File: src/rtl/cmp_sched.sv
// Round-robin scheduler sharing one external comparator between a branch unit and an SLT path.
// Optional grant/taken statistics counters are enabled with CMP_SCHED_STATS_EN.
module cmp_sched #(
    parameter int unsigned XLEN   = 32,
    parameter int unsigned STAT_W = 16
) (
    input  logic              clk,
    input  logic              rst,
    input  logic              flush,
    input  logic              req0_valid,
    output logic              req0_ready,
    input  logic [2:0]        req0_funct3,
    input  logic [XLEN-1:0]   req0_a,
    input  logic [XLEN-1:0]   req0_b,
    input  logic [XLEN-1:0]   req0_pc,
    input  logic [XLEN-1:0]   req0_imm,
    output logic              rsp0_valid,
    input  logic              rsp0_ready,
    output logic              rsp0_taken,
    output logic [XLEN-1:0]   rsp0_target,
    output logic              rsp0_illegal,
    input  logic              req1_valid,
    output logic              req1_ready,
    input  logic              req1_unsigned,
    input  logic [XLEN-1:0]   req1_a,
    input  logic [XLEN-1:0]   req1_b,
    output logic              rsp1_valid,
    input  logic              rsp1_ready,
    output logic [XLEN-1:0]   rsp1_result,
    output logic [XLEN-1:0]   cmp_a,
    output logic [XLEN-1:0]   cmp_b,
    output logic              cmp_unsigned,
    input  logic              cmp_less,
    input  logic              cmp_equal,
    output logic [STAT_W-1:0] stat_grant0,
    output logic [STAT_W-1:0] stat_grant1,
    output logic [STAT_W-1:0] stat_taken
);

    typedef enum logic [1:0] {StIdle, StIssue, StResp} state_e;

    state_e            state_q;
    logic              last_grant_q;
    logic              owner_q;
    logic [2:0]        funct3_q;
    logic [XLEN-1:0]   pc_q;
    logic [XLEN-1:0]   imm_q;
    logic [XLEN-1:0]   cmp_a_q;
    logic [XLEN-1:0]   cmp_b_q;
    logic              cmp_unsigned_q;
    logic              rsp0_valid_q;
    logic              rsp0_taken_q;
    logic              rsp0_illegal_q;
    logic [XLEN-1:0]   rsp0_target_q;
    logic              rsp1_valid_q;
    logic              rsp1_less_q;

    logic idle_ok;
    logic grant0;
    logic grant1;
    logic taken_now;
    logic illegal_now;
    logic rsp_done;

    // Ties go to whichever requester did not win last time.
    always_comb begin
        idle_ok = (state_q == StIdle) && !flush;
        grant0  = idle_ok && req0_valid && (!req1_valid || last_grant_q);
        grant1  = idle_ok && req1_valid && (!req0_valid || !last_grant_q);
    end

    always_comb begin
        taken_now = 1'b0;
        unique case (funct3_q)
            3'b000:         taken_now = cmp_equal;
            3'b001:         taken_now = !cmp_equal;
            3'b100, 3'b110: taken_now = cmp_less;
            3'b101, 3'b111: taken_now = !cmp_less;
            default:        taken_now = 1'b0;
        endcase
        illegal_now = (funct3_q[2:1] == 2'b01);
        rsp_done    = owner_q ? rsp1_ready : rsp0_ready;
    end

    always_ff @(posedge clk or posedge rst) begin
        if (rst) begin
            state_q        <= StIdle;
            last_grant_q   <= 1'b1;
            owner_q        <= 1'b0;
            funct3_q       <= '0;
            pc_q           <= '0;
            imm_q          <= '0;
            cmp_a_q        <= '0;
            cmp_b_q        <= '0;
            cmp_unsigned_q <= 1'b0;
            rsp0_valid_q   <= 1'b0;
            rsp0_taken_q   <= 1'b0;
            rsp0_illegal_q <= 1'b0;
            rsp0_target_q  <= '0;
            rsp1_valid_q   <= 1'b0;
            rsp1_less_q    <= 1'b0;
        end else if (flush) begin
            state_q        <= StIdle;
            cmp_a_q        <= '0;
            cmp_b_q        <= '0;
            cmp_unsigned_q <= 1'b0;
            rsp0_valid_q   <= 1'b0;
            rsp1_valid_q   <= 1'b0;
        end else begin
            unique case (state_q)
                StIdle: begin
                    if (grant0 || grant1) begin
                        owner_q        <= grant1;
                        last_grant_q   <= grant1;
                        funct3_q       <= req0_funct3;
                        pc_q           <= req0_pc;
                        imm_q          <= req0_imm;
                        cmp_a_q        <= grant1 ? req1_a : req0_a;
                        cmp_b_q        <= grant1 ? req1_b : req0_b;
                        cmp_unsigned_q <= grant1 ? req1_unsigned : req0_funct3[1];
                        state_q        <= StIssue;
                    end
                end
                StIssue: begin
                    // Comparator result is valid only while the latched operands are driven.
                    if (!owner_q) begin
                        rsp0_taken_q   <= taken_now;
                        rsp0_illegal_q <= illegal_now;
                        rsp0_target_q  <= pc_q + imm_q;
                        rsp0_valid_q   <= 1'b1;
                    end else begin
                        rsp1_less_q    <= cmp_less;
                        rsp1_valid_q   <= 1'b1;
                    end
                    cmp_a_q        <= '0;
                    cmp_b_q        <= '0;
                    cmp_unsigned_q <= 1'b0;
                    state_q        <= StResp;
                end
                StResp: begin
                    if (rsp_done) begin
                        rsp0_valid_q <= 1'b0;
                        rsp1_valid_q <= 1'b0;
                        state_q      <= StIdle;
                    end
                end
                default: state_q <= StIdle;
            endcase
        end
    end

    assign req0_ready   = grant0;
    assign req1_ready   = grant1;
    assign cmp_a        = cmp_a_q;
    assign cmp_b        = cmp_b_q;
    assign cmp_unsigned = cmp_unsigned_q;
    assign rsp0_valid   = rsp0_valid_q;
    assign rsp0_taken   = rsp0_taken_q;
    assign rsp0_illegal = rsp0_illegal_q;
    assign rsp0_target  = rsp0_target_q;
    assign rsp1_valid   = rsp1_valid_q;
    assign rsp1_result  = {{(XLEN-1){1'b0}}, rsp1_less_q};

`ifdef CMP_SCHED_STATS_EN
    logic [STAT_W-1:0] stat_grant0_q;
    logic [STAT_W-1:0] stat_grant1_q;
    logic [STAT_W-1:0] stat_taken_q;
    logic              taken_hs;

    // A flushed response is dropped, so it never counts as a taken handshake.
    assign taken_hs = rsp0_valid_q && rsp0_ready && rsp0_taken_q && !flush;

    always_ff @(posedge clk or posedge rst) begin
        if (rst) begin
            stat_grant0_q <= '0;
            stat_grant1_q <= '0;
            stat_taken_q  <= '0;
        end else begin
            if (grant0 && (stat_grant0_q != '1)) stat_grant0_q <= stat_grant0_q + 1'b1;
            if (grant1 && (stat_grant1_q != '1)) stat_grant1_q <= stat_grant1_q + 1'b1;
            if (taken_hs && (stat_taken_q != '1)) stat_taken_q <= stat_taken_q + 1'b1;
        end
    end

    assign stat_grant0 = stat_grant0_q;
    assign stat_grant1 = stat_grant1_q;
    assign stat_taken  = stat_taken_q;
`else
    assign stat_grant0 = '0;
    assign stat_grant1 = '0;
    assign stat_taken  = '0;
`endif

endmodule

File: config.mk
export PLATFORM = sky130hd
export DESIGN_NAME = cmp_sched
export DESIGN_NICKNAME = d
export VERILOG_FILES = /design/src/rtl/cmp_sched.sv
export SDC_FILE = /design/constraint.sdc
export NUM_CORES = 1
export LEC_CHECK = 0
export CORE_MARGIN = 2
export CORE_UTILIZATION = 40
export DETAILED_ROUTE_END_ITERATION = 12
export PLACE_DENSITY_LB_ADDON = 0.12
export SLEW_MARGIN = 40
export SYNTH_ARGS = -nofsm -noshare
export SYNTH_HDL_FRONTEND = slang
export SYNTH_SLANG_ARGS = --single-unit
File: constraint.sdc
create_clock -name clk -period 5.47 [get_ports clk]
set_input_delay 0.547 -clock clk [delete_from_list [all_inputs] [get_ports clk]]
set_output_delay 0.547 -clock clk [all_outputs]
set_load 0.05 [all_outputs]
# ---- Word-level counts from Yosys, hierarchy flattened
# Index checks and enable logic that the tools add are counted.
dict set report word_totals {
  input_bits 205
  wordCells 82
  regBits 173
  out_inout_bits 183
}
dict set report op_classes {
  addsub 1
  n_eq_ne 12
  bitwise_logic 2
  n_reduce_logical 27
  mux 25
}
# operator n
set op_table {}
lappend op_table {{$mux W32} 6}
lappend op_table {{$pmux W32 S2} 2}
lappend op_table {{$add A32 B32 Y32} 1}
lappend op_table {{$reduce_and A3 Y1} 5}
lappend op_table {{$eq A3 B3 Y1 const B} 4}
lappend op_table {{$mux W1} 9}
lappend op_table {{$ne A3 B3 Y1 const B} 3}
lappend op_table {{$logic_not A1 Y1} 6}
lappend op_table {{$mux W2} 3}
lappend op_table {{$pmux W1 S2} 3}
lappend op_table {{$pmux W2 S3} 1}
lappend op_table {{$reduce_bool A3 Y1} 2}
lappend op_table {{$logic_and A1 B1 Y1} 5}
lappend op_table {{$eq A2 B1 Y1 const B} 2}
lappend op_table {{$pmux W1 S4} 1}
lappend op_table {{$reduce_and A2 Y1} 2}
lappend op_table {{$reduce_or A2 Y1} 2}
lappend op_table {{$eq A3 B1 Y1 const B} 1}
lappend op_table {{$logic_not A3 Y1} 1}
lappend op_table {{$logic_or A1 B1 Y1} 3}
lappend op_table {{$ne A3 B2 Y1 const B} 1}
lappend op_table {{$eq A2 B2 Y1 const B} 1}
lappend op_table {{$logic_not A2 Y1} 1}
lappend op_table {{$not A1 Y1} 2}

# ---- Longest topological paths before layout
dict set report depth {
  depth_word 8
  mapped_depth 11
  depth_no_buf 11
}

# ---- Least setup slack after synthesis
# No wires, ideal clock.
dict set report synth_timing {
  path_type {register to register}
  start {reg pc_q[0]}
  end {reg rsp0_target_q[24] (netlist: rsp0_target[24])}
  path_stages_with_launch 12
  period_less_slack_ps 2262
  setup_slack_ps 3208
  n_path_buf 0
  required_time_ps 5394
  t_arrival_ps 2186
  setup_ps 76
  path_cell_list {dfrtp_1 -> ha_1 -> inv_1 -> fa_1 -> nand2b_1 -> a21o_1 -> a21boi_2 -> o41ai_4 -> o211ai_2 -> a41oi_2 -> xor2_1 -> o21ai_1}
}
dict set report synth_via {
  elab_chain_len 1
}
# item line
set synth_lines {}
lappend synth_lines {{start: declaration} 46} ;# logic [XLEN-1:0] pc_q;
lappend synth_lines {{start signal: assignment} 116} ;# pc_q <= req0_pc;
lappend synth_lines {{$add A32 B32 Y32} 129} ;# rsp0_target_q <= pc_q + imm_q;
lappend synth_lines {{end signal: assignment} 129}
lappend synth_lines {{end: declaration} 54} ;# logic [XLEN-1:0] rsp0_target_q;
# No other way between the ends.
# A chain may end at the register's enable or synchronous reset.

# ---- Worst setup path after layout
dict set report layout_timing {
  start {in flush}
  end {out req1_ready}
}
dict set report layout_via {
  elab_chain_len 4
}
# item line
set layout_lines {}
lappend layout_lines {{start: declaration} 9} ;# input logic flush,
lappend layout_lines {{$logic_not A1 Y1} 67} ;# idle_ok = (state_q == StIdle) && !flush;
lappend layout_lines {{$logic_and A1 B1 Y1} 67}
lappend layout_lines {{$logic_and A1 B1 Y1 (2 in a row)} 69} ;# grant1 = idle_ok && req1_valid && (!req0_valid || !last_grant_q);
lappend layout_lines {{end: declaration} 23} ;# output logic req1_ready,
# No other way between the ends.

==> metrics.md <==
| Metric | Value |
|---|---|
| Clock latency on the worst-skew pair | 0.43 ns |
| Clock Power Share | 16.8% |
| Worst path bufs/invs | 3 |
| Via-to-Cell Ratio | 4.81 |
| Tmin final | 3.64 ns |
| Overflow after GRT | 0 |
| Skew final | 0.0142 ns |
| Total Power | 0.00739 W |
| Pins Over Slew Limit | 0 |
| CP Launch Type | primary input |
| Max_cap viols | 0 |
| Post-synthesis area per instance | 9.10 sq um |
| Async SR Flop Fraction | 100% |
| Vias | 7990 |
| Largest net degree at the start of global routing | 131 |
| Most frequent CP cell | clkdlybuf4s50_1 |
| Placed Area | 12600 sq um |
| Initial antenna violation count | 5 |
| Gpl congestion | 0.824 |
| GRT Total Usage | 21.4% |
| Leakage power | 6.28 nW |
| Post-synth EDFFs | 0 |
| Synth top area share | 45.1% |
| Nets@finish | 1563 |
| Ys Warns | 0 |
| Initial core utilization | 40.6% |
| HP Class | register to register |
| Busiest metal layer after global routing | met2 |
| Slew HR | 47.4% |
| CP endpoint kind | primary output |
| Row count | 56 |
| Hold buffer count at cts | 0 |
| CTS resizes | 0 |
| Post-Layout Inst Area | 13200 sq um |
| Status | finished, final reports clean |
| Top cells by count, synth | nand2_1 (326), dfrtp_1 (172), buf_4 (80) |
| Hold Vio Cnt, Final | 0 |
| Pre-CTS WS | 1.45 ns |
| Worst-Margin Slew | 0.789 ns |
| Max IR drop VDD | 235 uV |
| Fmax | 275 MHz |
| Critical Path AT | 3.09 ns |
| CTS max path bufs | 2 |
| Part of the Yosys area used for sequential elements | 45.4% |
| #FFs+latches synth | 173 |
| Cell Int Power | 0.00394 W |
| Critical path peak fanout | 32 |
| DRC violations left | 0 |
| Post-DR wirelength/cell | 16.1 um |
| Die ar. | 25100 sq um |
| Critical path class | primary input to primary output |
| CTS buffer count | 17 |
| Synth area leaders | dfrtp_1 (45%), nand2_1 (13%), mux2i_1 (6.8%) |
| Gate power share | 55.1% |
| Layout Utilization | 56.2% |
| First-pass DRT Iterations | 4 |
| Worst path max stage delay | 0.88 ns |
| Critical path required time | 4.92 ns |
| Period utilization | 66.5% |
| Layout area overhead | 38.3% |
| IO buf count | 308 |
| Net Sw Power | 0.00345 W |
| Setup Total Neg Slack | 0 ns |
| First-pass GRT wire length | 41300 um |
| Top_reg_cell synth | dfrtp_1 |
| Switching share of power | 46.7% |
| Top Family by Delay on Critical Path | buffers and inverters |
| Final wirelength | 26700 um |
| Post-synth top area cell | dfrtp_1 |
| Top Ports | 388 |
| Die width | 158 um |
| Clk sinks | 173 |
| H-Tree Depth | 4 |
| Cells after Synth | 1048 |
| Post-route ant nets | 0 |
| Reg power frac | 28.1% |
| RSZ-0062 raised after global routing | false |
| Met3 Use GR | 8.00% |
| Vias in the first global route | 7879 |
| Core ar. | 23500 sq um |
| Finish-stage setup viols | 0 |
| Final worst slack | 1.83 ns |
| Die height | 158 um |
| Met1 Use GR | 25.1% |
| Root buf cell | clkbuf_16 |
| GR Util met2 | 36.3% |
| Hpwl dp | 20000 um |
| Share of cells above drive strength 1 | 4.71% |
| Initial drt markers | 349 |
| Synth Cell Area | 9540 sq um |
| Slowest cell on the critical path | clkdlybuf4s50_1 |
| Pwr Density | 560 nW/um^2 |
| CTS tree | done |
| Netlist cell types | 62 |
| Post-CTS Setup Bufs | 0 |
| Clk slew on worst S/H paths | 0.07 ns |
| Cell Chain, Critical Path | clkdlybuf4s50_1 -> nor3_2 -> nand3_4 -> inv_2 -> clkdlybuf4s50_1 |
| Top-count cell post-synth | nand2_1 |
-- worst paths after layout --
| check | endpoint | depth (start not counted) | from | slack (ns) |
|---|---|---|---|---|
| setup / recovery | req1_ready | 5 | flush | 1.83 |
| hold / removal | imm_q[5] | 2 | imm_q[5] | 0.47 |
| setup reg to reg | cmp_b[2] | 9 | state_q[0] | 2.29 |
| hold reg to reg | imm_q[5] | 2 | imm_q[5] | 0.47 |
| max in group asynchronous | last_grant_q | 3 | rst | 3.96 |
| min in group asynchronous | cmp_b[10] | 2 | rst | 0.59 |
-- sequential cells by signal, indices dropped and copies added, names as in the netlist, 2 cells and up --
register	cells
imm_q	32
pc_q	32
rsp0_target	32
funct3_q	3
cmp_b	32
cmp_a	32
state_q	2
-- routing by layer --
metal  vias to the layer above  wire length, um
li1                       3967                -
met1                      3734            11000
met2                       253            13000
met3                        34             2230
met4                         2              527
met5                         -               15
-- cell type report --
| type | instances | area [sq um] |
|---|---|---|
| Fill cell | 2201 | 10300 |
| Multi-Input combinational cell | 803 | 4640 |
| Sequential cell | 173 | 4330 |
| Timing Repair Buffer | 316 | 3150 |
| Clock buffer | 18 | 439 |
| Tap cell | 319 | 399 |
| Clock inverter | 14 | 158 |
| Inverter | 15 | 71.3 |
| Antenna cell | 4 | 10.0 |
-- through the flow --
stage,hold slack [ns],instances
after floorplan,0.443,1126
after global placement,0.454,1626
after detailed placement,0.461,1626
after CTS,0.476,1658
after global routing,0.498,1660
final,0.474,1662
-- worst reg2reg max path: stages (launching register included) --
cell and delay [ns]:
dfrtp_1 0.46, nor3_2 0.32, nand3_4 0.50, inv_2 0.24, nor2_4 0.04, buf_4 0.33
a21oi_1 0.33, nor2_4 0.04, clkbuf_8 0.41, o31ai_1 0.44
-- cells in the final DEF, fill, tap and decap left out, types with 7 or more instances in the layout --
master and instances:
mux2i_1 65, xor2_1 13, clkdlybuf4s50_1 308, nand2b_1 7
nand3_1 9, ha_1 31, clkbuf_16 17, dfrtp_1 172
nor2_1 20, o31ai_1 69, xnor2_1 12, inv_1 11
o21ai_0 44, a21o_1 8, a21oi_1 35, nand2_1 326
buf_4 7, conb_1 79, o21ai_1 8
-- power by group through the flow --
stage,combinational (W),clock [W],sequential (W)
3_3_place_gp,0.00404,0,0.00209
5_1_grt,0.00445,0.00133,0.00213
4_1_cts,0.00410,0.00126,0.00208
3_5_place_dp,0.00408,0,0.00209
6_report,0.00407,0.00124,0.00207
2_1_floorplan,0.00225,0,0.00278
-- logic make-up (layout without fill, tap and decap cells) --
| group | Yosys count | after routing | share of synthesized area [%] |
|---|---|---|---|
| buffers and inverters | 150 | 363 | 9.35 |
| adder cells (fa/ha/maj) | 32 | 32 | 4.28 |
| AO/OA/AOI/OAI | 207 | 207 | 15.0 |
| XOR/XNOR | 25 | 25 | 2.30 |
| multiplexers | 68 | 68 | 7.17 |
| flip-flops | 173 | 173 | 45.4 |
| other | 1 | 83 | 0.0393 |
| AND/OR/NAND/NOR | 392 | 392 | 16.5 |
(Power assumes the default switching activity.)
